File: config.mk
export PLATFORM = sky130hd
export DESIGN_NAME = icb_reg_sram_bridge
export DESIGN_NICKNAME = d
export VERILOG_FILES = /design/src/rtl/icb_reg_sram_bridge.sv
export SDC_FILE = /design/constraint.sdc
export NUM_CORES = 1
export LEC_CHECK = 0
export ABC_AREA = 1
export CAP_MARGIN = 30
export CORE_AREA = 3 3 245 247
export CTS_BUF_LIST = sky130_fd_sc_hd__clkbuf_8
export DETAILED_ROUTE_END_ITERATION = 12
export DIE_AREA = 0 0 248 250
export PLACE_DENSITY = 0.62
export SETUP_SLACK_MARGIN = 0.05
export SLEW_MARGIN = 20
export SYNTH_ARGS = -nofsm -noshare
export SYNTH_HDL_FRONTEND = slang
export SYNTH_SLANG_ARGS = --single-unit
export TNS_END_PERCENT = 50
File: constraint.sdc
create_clock -name clk -period 2 [get_ports clk]
set_clock_uncertainty 0.2 [all_clocks]
set_input_delay 0.4 -clock clk [delete_from_list [all_inputs] [get_ports clk]]
set_output_delay 0.4 -clock clk [all_outputs]
set_load 0.05 [all_outputs]
File: src/rtl/icb_reg_sram_bridge.sv
// ICB slave: byte-maskable CSRs, self-clearing command pulses, status word and a 64-bit SRAM window.
// Define ICB_SLV_ERR_EN to flag unmapped or illegal accesses on icb_rsp_err.
module icb_reg_sram_bridge #(
  parameter int NUM_CSR   = 4,
  parameter int NUM_BANKS = 4,
  parameter int SRAM_AW   = 6
) (
  input  logic                     clk,
  input  logic                     rst_n,
  input  logic                     icb_cmd_valid,
  output logic                     icb_cmd_ready,
  input  logic                     icb_cmd_read,
  input  logic [31:0]              icb_cmd_addr,
  input  logic [31:0]              icb_cmd_wdata,
  input  logic [3:0]               icb_cmd_wmask,
  output logic                     icb_rsp_valid,
  input  logic                     icb_rsp_ready,
  output logic [31:0]              icb_rsp_rdata,
  output logic                     icb_rsp_err,
  output logic [NUM_CSR*32-1:0]    csr_q,
  output logic [31:0]              cmd_pulse,
  input  logic [31:0]              status_i,
  output logic [NUM_BANKS-1:0]     sram_csb,
  output logic                     sram_web,
  output logic [SRAM_AW-1:0]       sram_addr,
  output logic [63:0]              sram_wdata,
  output logic [7:0]               sram_wben,
  input  logic [NUM_BANKS*64-1:0]  sram_rdata,
  output logic [1:0]               dbg_state
);

  localparam int         BIW      = (NUM_BANKS > 1) ? $clog2(NUM_BANKS) : 1;
  localparam logic [8:0] CSR_LAST = 9'(NUM_CSR);
  localparam logic [8:0] STAT_IDX = 9'(NUM_CSR + 1);
  localparam logic [10:0] NB      = 11'(NUM_BANKS);

  typedef enum logic [1:0] {IDLE = 2'd0, SRD = 2'd1, RSP = 2'd2} state_t;

  // Handshake: a command is taken on the edge where icb_cmd_valid && icb_cmd_ready;
  // a response is retired on the edge where icb_rsp_valid && icb_rsp_ready, and
  // icb_rsp_valid/icb_rsp_rdata/icb_rsp_err hold until then.
  state_t             state;
  logic               cmd_ready_q;
  logic               rsp_valid_q;
  logic [31:0]        rsp_rdata_q;
  logic [31:0]        csr_r [NUM_CSR];
  logic               lo_vld;
  logic [31:0]        hold_data;
  logic [3:0]         hold_mask;
  logic [7:0]         hold_addr;
  logic [BIW-1:0]     rd_bank;
  logic               rd_half;
  logic               rd_hit;

  logic [11:0]        off;
  logic               accept;
  logic               is_sram;
  logic [8:0]         csr_idx;
  logic [10:0]        bank_full;
  logic [BIW-1:0]     bank;
  logic [SRAM_AW-1:0] word;
  logic               half;
  logic               bank_ok;
  logic               is_cmd;
  logic               is_stat;
  logic [31:0]        mask32;
  logic               sram_wr;
  logic               sram_rd;
  logic               lo_match;
  logic [31:0]        csr_rd;
  logic [31:0]        srd_data;
  logic               unused_addr;

  assign off       = icb_cmd_addr[11:0];
  assign accept    = icb_cmd_valid & cmd_ready_q;
  assign is_sram   = off[11];
  assign csr_idx   = off[10:2];
  assign bank_full = off[10:0] >> (SRAM_AW + 3);
  assign bank      = bank_full[BIW-1:0];
  assign word      = off[SRAM_AW+2:3];
  assign half      = off[2];
  assign bank_ok   = is_sram && (bank_full < NB);
  assign is_cmd    = !is_sram && (csr_idx == 9'd0);
  assign is_stat   = !is_sram && (csr_idx == STAT_IDX);
  assign mask32    = {{8{icb_cmd_wmask[3]}}, {8{icb_cmd_wmask[2]}},
                      {8{icb_cmd_wmask[1]}}, {8{icb_cmd_wmask[0]}}};
  // Only the high-half write touches the array; the low half waits in the hold register.
  assign sram_wr   = accept && bank_ok && !icb_cmd_read && half;
  assign sram_rd   = accept && bank_ok && icb_cmd_read;
  assign lo_match  = lo_vld && (hold_addr == off[10:3]);
  assign unused_addr = ^icb_cmd_addr[31:12];

  assign icb_cmd_ready = cmd_ready_q;
  assign icb_rsp_valid = rsp_valid_q;
  assign icb_rsp_rdata = rsp_rdata_q;
  assign dbg_state     = state;

  genvar g;
  generate
    for (g = 0; g < NUM_CSR; g++) begin : g_csr_q
      assign csr_q[g*32 +: 32] = csr_r[g];
    end
  endgenerate

  always_comb begin
    csr_rd = '0;
    if (is_stat) csr_rd = status_i;
    for (int i = 0; i < NUM_CSR; i++) begin
      if (!is_sram && csr_idx == 9'(i + 1)) csr_rd = csr_r[i];
    end
  end

  always_comb begin
    srd_data = '0;
    for (int b = 0; b < NUM_BANKS; b++) begin
      if (rd_hit && rd_bank == BIW'(b))
        srd_data = rd_half ? sram_rdata[b*64+32 +: 32] : sram_rdata[b*64 +: 32];
    end
  end

  always_comb begin
    sram_csb = '1;
    for (int b = 0; b < NUM_BANKS; b++) begin
      if ((sram_wr || sram_rd) && bank == BIW'(b)) sram_csb[b] = 1'b0;
    end
    sram_web   = !sram_wr;
    sram_addr  = word;
    sram_wdata = {icb_cmd_wdata, hold_data};
    sram_wben  = sram_wr ? {icb_cmd_wmask, (lo_match ? hold_mask : 4'h0)} : 8'h00;
  end

  always_ff @(posedge clk or negedge rst_n) begin
    if (!rst_n) begin
      state       <= IDLE;
      cmd_ready_q <= 1'b0;
      rsp_valid_q <= 1'b0;
      rsp_rdata_q <= '0;
      cmd_pulse   <= '0;
      lo_vld      <= 1'b0;
      hold_data   <= '0;
      hold_mask   <= '0;
      hold_addr   <= '0;
      rd_bank     <= '0;
      rd_half     <= 1'b0;
      rd_hit      <= 1'b0;
      for (int i = 0; i < NUM_CSR; i++) csr_r[i] <= '0;
    end else begin
      cmd_pulse <= '0;
      case (state)
        IDLE: begin
          cmd_ready_q <= 1'b1;
          if (accept) begin
            cmd_ready_q <= 1'b0;
            if (is_sram && icb_cmd_read) begin
              state   <= SRD;
              rd_bank <= bank;
              rd_half <= half;
              rd_hit  <= bank_ok;
            end else begin
              state       <= RSP;
              rsp_valid_q <= 1'b1;
              rsp_rdata_q <= icb_cmd_read ? csr_rd : 32'h0;
            end
            if (!icb_cmd_read) begin
              if (is_cmd) cmd_pulse <= icb_cmd_wdata & mask32;
              for (int i = 0; i < NUM_CSR; i++) begin
                if (!is_sram && csr_idx == 9'(i + 1))
                  csr_r[i] <= (csr_r[i] & ~mask32) | (icb_cmd_wdata & mask32);
              end
              if (bank_ok) begin
                if (!half) begin
                  hold_data <= icb_cmd_wdata;
                  hold_mask <= icb_cmd_wmask;
                  hold_addr <= off[10:3];
                  lo_vld    <= 1'b1;
                end else begin
                  lo_vld    <= 1'b0;
                end
              end
            end
          end
        end
        SRD: begin
          rsp_rdata_q <= srd_data;
          rsp_valid_q <= 1'b1;
          state       <= RSP;
        end
        RSP: begin
          if (icb_rsp_ready) begin
            rsp_valid_q <= 1'b0;
            cmd_ready_q <= 1'b1;
            state       <= IDLE;
          end
        end
        default: state <= IDLE;
      endcase
    end
  end

`ifdef ICB_SLV_ERR_EN
  logic err_d;
  logic rsp_err_q;
  assign err_d = (!is_sram && csr_idx > STAT_IDX) || (is_sram && !bank_ok) ||
                 (!icb_cmd_read && is_stat) || (icb_cmd_read && is_cmd);
  always_ff @(posedge clk or negedge rst_n) begin
    if (!rst_n)                        rsp_err_q <= 1'b0;
    else if (state == IDLE && accept)  rsp_err_q <= err_d;
  end
  assign icb_rsp_err = rsp_err_q;
`else
  assign icb_rsp_err = 1'b0;
`endif

endmodule

==> impl_metrics.py <==
metrics = {
    "cells_and_area": {
        "multi_input_area_um2": 7060,
        "nFillCells": 5702,
        "syn_to_final_growth_pct": 80.0,
        "layout-drive-gt1-share_pct": 28.6,
        "finalCoreUtilization_pct": 43.9,
        "regArea_um2": 6140,
        "nets": 3041,
    },
    "placement": {
        "io_buffers": 617,
        "gp_congestion": 0.883,
        "dpl.hpwl_um": 57800,
    },
    "floorplan": {
        "fp.dieW_um": 248,
        "die_area_um2": 62000,
        "start_util_pct": 24.4,
        "rows": 88,
        "io_pins": 641,
        "dieHeight_um": 250,
        "core_um2": 57800,
    },
    "route": {
        "met1_length_um": 32000,
        "first_iter_violations": 1075,
        "final_antenna_net_count": 0,
        "drc": 0,
        "drt-total-wl_um": 79100,
        "dr.pass1.iters": 6,
        "highest_layer": "met5",
        "wl_met2_um": 37700,
        "met3_length_um": 6820,
        "vias_per_cell": 4.76,
        "dr_total_vias": 16600,
        "wl_per_cell_um": 22.6,
    },
    "sta": {
        "setup_viol": 112,
        "worst_slew_pin_slew_ps": 609,
        "finalHoldViolCount": 0,
        "min_period_ps": 2740,
        "timing.final.ws_setup_ps": -739,
        "hold_slack_ps": 58.1,
        "max_clock_freq_ghz": 0.365,
        "relSlewSlack_pct": 59.4,
        "drv_slew": 0,
        "period_share_pct": 137,
        "rsz0062_at_grt": "true",
    },
    "clock_network": {
        "h-tree-depth": 2,
        "numCtsBuffers": 45,
        "cts_tree": "done",
        "worstSkewPairLatency_ps": 600,
        "clockBufferDepth": 3,
        "cts_root_buffer": "clkbuf_8",
        "cts.sinks": 245,
        "clkTransAtPathRegs_ps": 60,
    },
    "setup_path": {
        "arrival_ps": 2140,
        "path_buf_inv": 2,
        "cp_top_family": "simple AND/OR/NAND/NOR gates",
        "startpoint_type": "flip-flop",
        "cp_common_cell": "buf_12",
        "max_stage_delay_ps": 390,
        "crit_type": "flip-flop to primary output",
        "cp-end-kind": "primary output",
        "worstPathCellList": "xor2_1 -> nor3_2 -> nand3_2 -> buf_12 -> nor3b_4 -> buf_12",
        "critPathSlowestCell": "dfrtp_1",
        "crit_required_ps": 1400,
        "crit_fanout": 4,
    },
    "pwr": {
        "ir_worst_vdd_uv": 952,
        "p_seq_share_pct": 24.6,
        "power.switching_mw": 11.5,
        "clkPwrFrac_pct": 20.1,
        "power.density_nw_per_um2": 1040,
        "p_int_mw": 14.9,
        "p_leak_nw": 12.3,
        "p_sw_share_pct": 43.6,
        "combPwrFrac_pct": 55.3,
    },
    "logic_synthesis": {
        "syn-num-nets": 2295,
        "synthTopCellsByArea": "dfrtp_1 (43%), nand2_1 (14%), inv_1 (7.4%), o21ai_0 (7.4%), a21oi_1 (4.5%)",
        "yosys.area.top_type": "dfrtp_1",
        "synth_cell_type_count": 34,
        "async_flop_share_pct": 100,
        "synth_top_area_share_pct": 43.5,
        "syn_inst": 1934,
        "synth_flop_cell": "dfrtp_1",
        "ys_seq_area_share_pct": 43.5,
        "synth_area_per_cell_um2": 7.30,
        "synth_warnings": 0,
        "synth_area_um2": 14100,
        "synth_edf_count": 0,
        "ys_ff_latch": 245,
    },
    "global_route": {
        "grt_pass1_vias": 16200,
        "track_usage_pct": 23.3,
        "grt_max_degree": 62,
        "grt_pass1_wl_um": 107000,
        "grt_remaining_overflow": 0,
        "antenna_found_initial": 19,
    },
    "hold_path": {
        "min_path_type": "primary input to flip-flop",
    },
    "run_status": {
        "outcome": "complete, but fails checks",
        "violations": "setup timing",
    },
    "flow_run": {
        "maxCapViolCount": 0,
    },
}
## placed cells by master, fill, tap and decap left out, types with 50 or more instances in the layout
cell / netlist / final
buf_4: 41 / 341
o21ai_1: 94 / 156
dfrtp_1: 245 / 240
nand3_1: 104 / 92
buf_12: 0 / 95
nand2_1: 511 / 474
inv_1: 280 / 289
clkbuf_8: 0 / 50
clkdlybuf4s50_1: 0 / 328
o21ai_0: 210 / 135
a21oi_1: 127 / 83
## repair_timing
| item | CTS | global route |
|---|---|---|
| gates cloned | 15 | 17 |
| buffers inserted | 42 | 14 |
| setup endpoints to repair | 213 | 246 |
| hold buffers | 1 | 0 |
| pin swaps | 52 | 74 |
| resized for setup | 143 | 204 |
| endpoints found under the hold margin | 105 | 0 |
## Yosys cell counts, types with 8 or more instances
cell and instances:
dfrtp_1 245, nand4_1 34, o21ai_1 94, nand2_2 19, clkbuf_1 48, inv_1 280
nor2_1 15, mux2i_1 32, a21oi_1 127, nand3_1 104, o21ai_2 8, nand2_1 511
o211ai_1 31, buf_2 57, o21ai_0 210, nor3_1 36, buf_4 41
## through the flow
stage,power [mW],setup WS (ps),cell area [µm²],instances,TNS [ps]
6_report,26.4,-739,25400,3495,-12670
2_1_floorplan,12.8,-244,14200,1934,-2540
3_3_place_gp,18.0,-968,22000,3311,-159110
5_1_grt,27.9,-846,25400,3495,-27660
4_1_cts,25.2,-777,24400,3453,-9170
3_5_place_dp,18.2,-970,22000,3312,-161380
## layer usage
layer  track usage, %  up-vias
li1                 -     7742
met1             29.5     7971
met2             38.5      791
met3             5.77      130
met4             8.27        2
met5                0        -
## cell type report
class                      instances  share of cell area [%]
sequential                       245                    24.2
clock buffer                      50                    2.71
timing repair buffer             849                    36.0
tap                              765                    3.77
inverter                         286                    4.24
antenna                           13                   0.128
clock inverter                    34                    1.16
multi-input combinational       1253                    27.8
## power by group through the flow
stage | sequential, mW | combinational [mW] | clock [mW]
final | 6.51 | 14.6 | 5.32
after global routing | 6.58 | 15.6 | 5.69
after CTS | 6.47 | 13.3 | 5.47
after detailed placement | 6.57 | 11.6 | 0
after global placement | 6.56 | 11.5 | 0
after floorplan | 8.55 | 4.26 | 0
## cells by family after synthesis
family          count (synthesis)  synth area share, %
mux                            33                 2.35
simple gates                  738                 22.8
compound gates                474                 17.6
buf+inv                       440                 13.6
other cells                     1               0.0266
xor+xnor                        3                0.186
flops                         245                 43.5
## worst reg2reg max path, cell delays in order (launching register included)
cell and delay (ps):
dfrtp_2 380, nand2_4 70, nor2_4 130, buf_6 110, buf_6 80, buf_6 100, nand2_8 70, buf_12 160
nor4_4 200, buf_12 190, buf_12 120, nand2_8 90, nand2_1 90, o21ai_1 60
## worst paths after layout
check	end	start	slack, ps	cells past startpoint
worst max-delay path	sram_wben[3]	hold_addr[6]	-740	6
worst min-delay path	hold_addr[3]	icb_cmd_addr[6]	60	4
worst max register to register	flip-flop	icb_cmd_ready	-140	13
worst min register to register	hold_data[11]	hold_data[11]	290	2
max in group asynchronous	asynchronous set/reset pin	rst_n	760	3
min in group asynchronous	cmd_pulse[23]	rst_n	150	2
(Power assumes the default switching activity.)
